[config.mk]
export PLATFORM = sky130hd
export DESIGN_NAME = mips_register_file
export DESIGN_NICKNAME = d
export VERILOG_FILES = /design/src/rtl/mips_pkg.sv /design/src/rtl/regfile_read_port.sv /design/src/rtl/mips_register_file.sv
export SDC_FILE = /design/constraint.sdc
export NUM_CORES = 2
export LEC_CHECK = 0
export ABC_AREA = 1
export BUFFER_PORTS_ARGS = -buffer_cell sky130_fd_sc_hd__buf_4
export CAP_MARGIN = 20
export CORE_ASPECT_RATIO = 0.8
export CORE_MARGIN = 4
export CORE_UTILIZATION = 30
export DETAILED_ROUTE_END_ITERATION = 7
export MAX_ROUTING_LAYER = met4
export PLACE_DENSITY = 0.4
export SYNTH_ARGS = -nofsm -noshare
export SYNTH_HDL_FRONTEND = slang
export SYNTH_SLANG_ARGS = --single-unit
export TNS_END_PERCENT = 100
[constraint.sdc]
create_clock -name clk -period 2.2 [get_ports clk]
set_input_delay 0.33 -clock clk [delete_from_list [all_inputs] [get_ports clk]]
set_output_delay 0.33 -clock clk [all_outputs]
set_load 0.05 [all_outputs]
[src/rtl/mips_pkg.sv]
// Constants and types shared by the register file, the control unit and the destination mux.
package mips_pkg;

    localparam int DATA_W = 32;
    localparam int ADDR_W = 5;

    localparam logic [4:0] REG_ZERO = 5'd0;
    localparam logic [4:0] REG_RA   = 5'd31;

    typedef logic [ADDR_W-1:0] reg_idx_t;

endpackage

[src/rtl/regfile_read_port.sv]
// One combinational read port of the register file, with optional write-to-read bypass.
module regfile_read_port
    import mips_pkg::*;
#(
    parameter int DATA_W = mips_pkg::DATA_W,
    parameter int ADDR_W = mips_pkg::ADDR_W,
    parameter bit BYPASS = 1'b0
) (
    input  logic [ADDR_W-1:0] read_reg,
    input  logic [DATA_W-1:0] regs [2**ADDR_W],
    input  logic              wr_en,
    input  logic [ADDR_W-1:0] wr_reg,
    input  logic [DATA_W-1:0] wr_data,
    output logic [DATA_W-1:0] read_data
);

    always_comb begin
        read_data = regs[read_reg];
        // $0 wins over the bypass so a discarded write to index 0 never leaks out
        if (read_reg == ADDR_W'(REG_ZERO)) begin
            read_data = '0;
        end else if (BYPASS && wr_en && (wr_reg == read_reg)) begin
            read_data = wr_data;
        end
    end

endmodule

[src/rtl/mips_register_file.sv]
// 32 x 32-bit MIPS register file: two operand read ports, a debug read port, one write port.
module mips_register_file
    import mips_pkg::*;
#(
    parameter int DATA_W = mips_pkg::DATA_W,
    parameter int ADDR_W = mips_pkg::ADDR_W,
    parameter bit BYPASS = 1'b0
) (
    input  logic              clk,
    input  logic              rst_n,
    input  logic              reg_write,
    input  logic [ADDR_W-1:0] write_reg,
    input  logic [DATA_W-1:0] write_data,
    input  logic [ADDR_W-1:0] read_reg1,
    input  logic [ADDR_W-1:0] read_reg2,
    output logic [DATA_W-1:0] read_data1,
    output logic [DATA_W-1:0] read_data2,
    input  logic [ADDR_W-1:0] dbg_addr,
    output logic [DATA_W-1:0] dbg_data
);

    localparam int DEPTH = 2**ADDR_W;

    logic [DATA_W-1:0] regs [DEPTH];
    logic              wr_en;

    assign wr_en = reg_write && (write_reg != ADDR_W'(REG_ZERO));

    // regs[0] is never written, so it stays at its reset value of zero
    always_ff @(posedge clk or negedge rst_n) begin
        if (!rst_n) begin
            for (int i = 0; i < DEPTH; i++) begin
                regs[i] <= '0;
            end
        end else if (wr_en) begin
            regs[write_reg] <= write_data;
        end
    end

    always @(posedge clk) begin
        if (rst_n && reg_write) begin
            assert (!$isunknown(write_reg));
        end
    end

    regfile_read_port #(
        .DATA_W (DATA_W),
        .ADDR_W (ADDR_W),
        .BYPASS (BYPASS)
    ) u_port_rs (
        .read_reg  (read_reg1),
        .regs      (regs),
        .wr_en     (wr_en),
        .wr_reg    (write_reg),
        .wr_data   (write_data),
        .read_data (read_data1)
    );

    regfile_read_port #(
        .DATA_W (DATA_W),
        .ADDR_W (ADDR_W),
        .BYPASS (BYPASS)
    ) u_port_rt (
        .read_reg  (read_reg2),
        .regs      (regs),
        .wr_en     (wr_en),
        .wr_reg    (write_reg),
        .wr_data   (write_data),
        .read_data (read_data2)
    );

    assign dbg_data = regs[dbg_addr];

endmodule

Word-level counts from Yosys, hierarchy flattened
Index checks and enable logic that the tools add are counted.
{"block": "totals", "mem_bits_ro": 0, "output_inout_bits": 96, "input_bits": 55, "latchBits": 0, "ff_bits": 1024, "ram_bits": 0, "mem_count": 0}
{"block": "classes", "bitwise_logic": 4, "n_shift": 0, "mux": 14, "n_eq_ne": 0, "mul": 0, "n_div": 0, "addsub": 0, "order_cmp": 5, "reduce_logical": 5}
{"operator": "$bwmux W1024", "n": 1}
{"operator": "$bmux W32 S5", "n": 3}
{"operator": "$mux W32", "n": 9}
{"operator": "$demux W32 S5", "n": 1}
{"operator": "$ge A6 B6 Y1 const B", "n": 4}
{"operator": "$not A5 Y6", "n": 4}
{"operator": "$logic_not A5 Y1", "n": 2}
{"operator": "$lt A6 B1 Y1 const B", "n": 1}
{"operator": "$reduce_bool A5 Y1", "n": 1}
{"operator": "$logic_and A1 B1 Y1", "n": 2}

Logic depth before layout (Yosys ltp)
{"block": "depth", "ltp_word": 6, "ltp_mapped": 13, "mapped_depth_nobuf": 10}

Modules after synthesis
Synthesis repeated with hierarchy kept, for this count alone.
{"block": "hier_totals", "cells_unflattened": 10770, "hier_area_um2": 67529.8}
{"module": "mips_register_file", "area_per_inst_um2": 46054.2, "seq_area_each_um2": 25624.6, "n_inst": 1, "cells_per_inst": 5842}
{"module": "regfile_read_port", "area_per_inst_um2": 10737.8, "seq_area_each_um2": 0.0, "n_inst": 2, "cells_per_inst": 2464}

Least setup slack after synthesis
Ideal clock, no wire load.
{"block": "synth_timing", "path_kind": "input port to output port", "from": "in read_reg2[1]", "to": "out read_data2[31]", "path_slack_ns": -0.214, "stages": 10, "t_arrival_ns": 2.084, "path_cell_list": "clkbuf_1 inv_1 clkbuf_1 clkbuf_1 a21oi_1 o21ai_0 a21oi_1 nor2_1 nor2_1 nor2_1"}
{"block": "synth_via", "elab_chain_len": 5, "elab_cells_between_ends": 6, "cone_classes": "4 x mux; 1 x bitwise; 1 x reduce/logical"}
{"item": "start: declaration", "line_no": "mips_register_file.sv:15", "rtl": "input logic [ADDR_W-1:0] read_reg2,"}
{"item": "$not A5 Y6 (not written as such)", "line_no": "regfile_read_port.sv:18", "rtl": "read_data = regs[read_reg];"}
{"item": "$bmux W32 S5", "line_no": "regfile_read_port.sv:18"}
{"item": "$mux W32 (not written as such) (2 in series)", "line_no": "regfile_read_port.sv:18"}
{"item": "$mux W32 (*)", "line_no": "regfile_read_port.sv:20", "rtl": "if (read_reg == ADDR_W'(REG_ZERO)) begin"}
{"item": "end: declaration", "line_no": "mips_register_file.sv:17", "rtl": "output logic [DATA_W-1:0] read_data2,"}
Mark *: on every way between the ends. The rest lies on a longest branch, timed or not. The select of a mux whose other input is x is not followed.

Final worst setup path
{"block": "layout_timing", "from": "reg regs[42] (netlist name)", "to": "out read_data1[10]"}
{"block": "layout_via", "elab_chain_len": 4}
{"item": "start: declaration", "line_no": "mips_register_file.sv:24", "rtl": "logic [DATA_W-1:0] regs [DEPTH];"}
{"item": "start signal: indexed assignment", "line_no": "mips_register_file.sv:36", "rtl": "regs[write_reg] <= write_data;"}
{"item": "$bmux W32 S5", "line_no": "regfile_read_port.sv:18"}
{"item": "$mux W32 (not written as such) (2 in series)", "line_no": "regfile_read_port.sv:18"}
{"item": "$mux W32", "line_no": "regfile_read_port.sv:20"}
{"item": "end: declaration", "line_no": "mips_register_file.sv:16", "rtl": "output logic [DATA_W-1:0] read_data1,"}
Every way passes these cells. The select of a mux whose other input is x is not followed.

==> flow_summary.yaml <==
synth:
  ys_seq_area_share_pct: 38.5
  syn_nets: 10705
  yosys_warnings: 0
  syn_area_mm2: 0.0666
  synth_compound_area_share_pct: 14.1
  synth.distinct_cells: 23
  synth_simple_gate_area_share_pct: 40.1
  avgSynthCellArea_um2: 6.26
  ys_ff_latch: 1024
  synth-xor-area-share_pct: 0
  synth_fa_ha_area_share_pct: 0
  synthCells: 10650
  synth_edf_count: 0
  synthFlopType: "dfrtp_1"
  synthTopCellsByArea: "dfrtp_1, nand2_1, nand3_1, o21ai_0, clkbuf_1"
  synth_largest_area_cell: "dfrtp_1"
  postSynth.asyncResetShare_pct: 100
  synth_top_family_by_area: "simple AND/OR/NAND/NOR gates"
  synth_mux_area_share_pct: 0
  synth_top_area_share_pct: 38.5
pwr:
  cellPowerDensity_mw_per_mm2: 793
  p_leak_uw: 0.0414
  vdd_drop_max_mv: 0.512
  totalPowerFinal_uw: 70500
timing:
  slew_headroom_pct: 54.2
  min_period_ns: 2.63
  hold_viol: 0
  slew_viol_final: 0
  period_share_pct: 119
  skew_ns: 0
  rsz0062_at_grt: "true"
  fin_ws_ns: -0.426
  setup_violations: 96
  tightest_slew_ns: 0.686
  fmax_mhz: 381
final_layout:
  largest_register_ffs: 1024
  fin_nets: 11132
  layout-drive-gt1-share_pct: 20.2
  fillers: 23092
  final_common_cell: "nand2_1"
  fin_cells: 14148
  layout_common_cells: "nand2_1, nand3_1, o21ai_0"
  reg_top3: "regs x1024"
  synthToLayoutAreaGrowth_pct: 33.4
  regMostFlops: "regs"
setup_path:
  worstReg2RegStart: "regs[278]"
  arrival_ns: 2.30
  critPathLaunchType: "register"
  worstSetupPathType: "reg2out"
  worstPathMaxFanout: 4
  crit_required_ns: 1.87
  end_kind: "primary output"
  reg2reg_depth: 15
  path_cells: "nor2_1 -> nor2_1 -> o21ai_0 -> nand3_1 -> nand2_1 -> nor2_2 -> nor2_2 -> nor2_4 -> buf_12 -> buf_12"
  crit_start: "regs[42]"
  crit_slowest_cell: "dfrtp_1"
  slowest_delay_ns: 0.40
outcome:
  failed_checks: "negative setup slack"
  status: "complete, but fails checks"
global_route:
  antenna_found_initial: 17
  first_global_vias: 72079
  grt.total_usage_pct: 32.4
  grt_pass1_wl_um: 536000
  grt_start_max_net_pins: 90
  gr-total-overflow: 0
placement:
  place.gp.congestion: 0.903
  dp_slack_ns: -0.438
  numPlacedInstances: 13666
  dp_hpwl_um: 251000
  io_buffer_count: 150
job:
  maxCapViolations: 0
detailed_routing:
  routed_via_density: 5.52
  ant_nets: 0
  drc_errors: 0
  wire_per_inst_um: 26.4
  vias: 78089
  drtPass1Iterations: 8
  wirelength_um: 374000
  drtIter0Drc: 9563
cts:
  clkSlewWorstSetupHoldPaths_ns: 0.06
  cts_tree: "yes"
  cts_root_buf: "clkbuf_16"
  htree_num_levels: 4
  clk_latency_ns: 0.79
  cts_buffers: 141
  clock-sinks: 1024
  clockBufferDepth: 4
die:
  chipHeight_um: 430
  die-area_mm2: 0.230
  die_w_um: 535
  io_pins: 151
  placementRows: 154
  initial_utilization_pct: 30.2
  coreArea_mm2: 0.221
hold_path:
  holdCritStartpoint: "write_reg[4]"
  hp-class: "in2reg"
  min_path_cells: 6
## cells in the mapped netlist, types with 3 or more instances
cell      number
buf_1         98
clkinv_1       4
nor2_1       626
nor2_2         4
a21oi_1      305
o211ai_1      83
buf_2        178
inv_1        294
o21ai_0     1376
inv_2         12
and2_1         3
nor3_1         3
dfrtp_1     1024
nor3_2         6
clkbuf_1     658
nand2_1     4245
o21ai_1       66
nand3_1     1660
## per-stage QoR
step	util [%]	hold WS [ns]	setup TNS (ns)	cell area [um2]
finish	40.3	0.139	-25.62	88900
global placement	35.6	0.254	-17.24	78600
CTS	39.2	0.0901	-30.71	86500
global route	40.3	0.124	-36.59	88900
detailed placement	35.6	0.254	-17.09	78600
floorplan	-	0.0344	0	66800
## per-layer routing
| metal | vias to the layer above | track usage [%] | wire [um] |
|---|---|---|---|
| li1 | 35520 | - | - |
| met1 | 37886 | 45.6 | 167000 |
| met2 | 3997 | 48.3 | 163000 |
| met3 | 686 | 4.46 | 30800 |
| met4 | 0 | 9.68 | 12800 |
| met5 | - | - | 0 |
## what timing repair did
item	CTS	global route
setup buffers	113	107
hold buffers	35	0
resized for setup	696	583
setup endpoints to repair	96	98
pin swaps	351	430
endpoints found under the hold margin	744	0
## kinds of logic after synthesis
logic type	after synthesis
simple gates	6551
flops	1024
compound gates	1830
buf+inv	1245
## power breakdown
group	switching, uW	leakage, uW	internal [uW]	total [uW]
Combinational	11900	0.0260	8110	20000
Sequential	4110	0.0130	22400	26500
Clock	9720	0.00230	14300	24000
## path summary, 6_finish.rpt
path | end | slack [ns]
max | read_data1[10] | -0.43
min | regs[706] | 0.14
max reg2reg | regs[278] | 0.13
min reg2reg | regs[1014] | 0.41
max in group asynchronous | regs[56] | 0.65
min in group asynchronous | regs[364] | 0.57
## critical path: cells and delay by family, from the launching register on
family | cells | cell delay [ns]
flip-flops | 1 | 0.40
buffers and inverters | 2 | 0.28
AND/OR/NAND/NOR | 7 | 0.70
AO/OA/AOI/OAI | 1 | 0.08
## cell type report
cell class                      instances  area (um2)  share of cell area (%)
Antenna cell                            8        20.0                  0.0225
Timing Repair Buffer                 1219       14300                    16.1
Clock buffer                          193        4100                    4.61
Inverter                              310        1230                    1.38
Multi-Input combinational cell       8381       39300                    44.2
Sequential cell                      1024       25700                    28.9
Tap cell                             2964        3710                    4.17
Clock inverter                         49         554                   0.623
No activity file was read; power rests on OpenSTA's default activity.
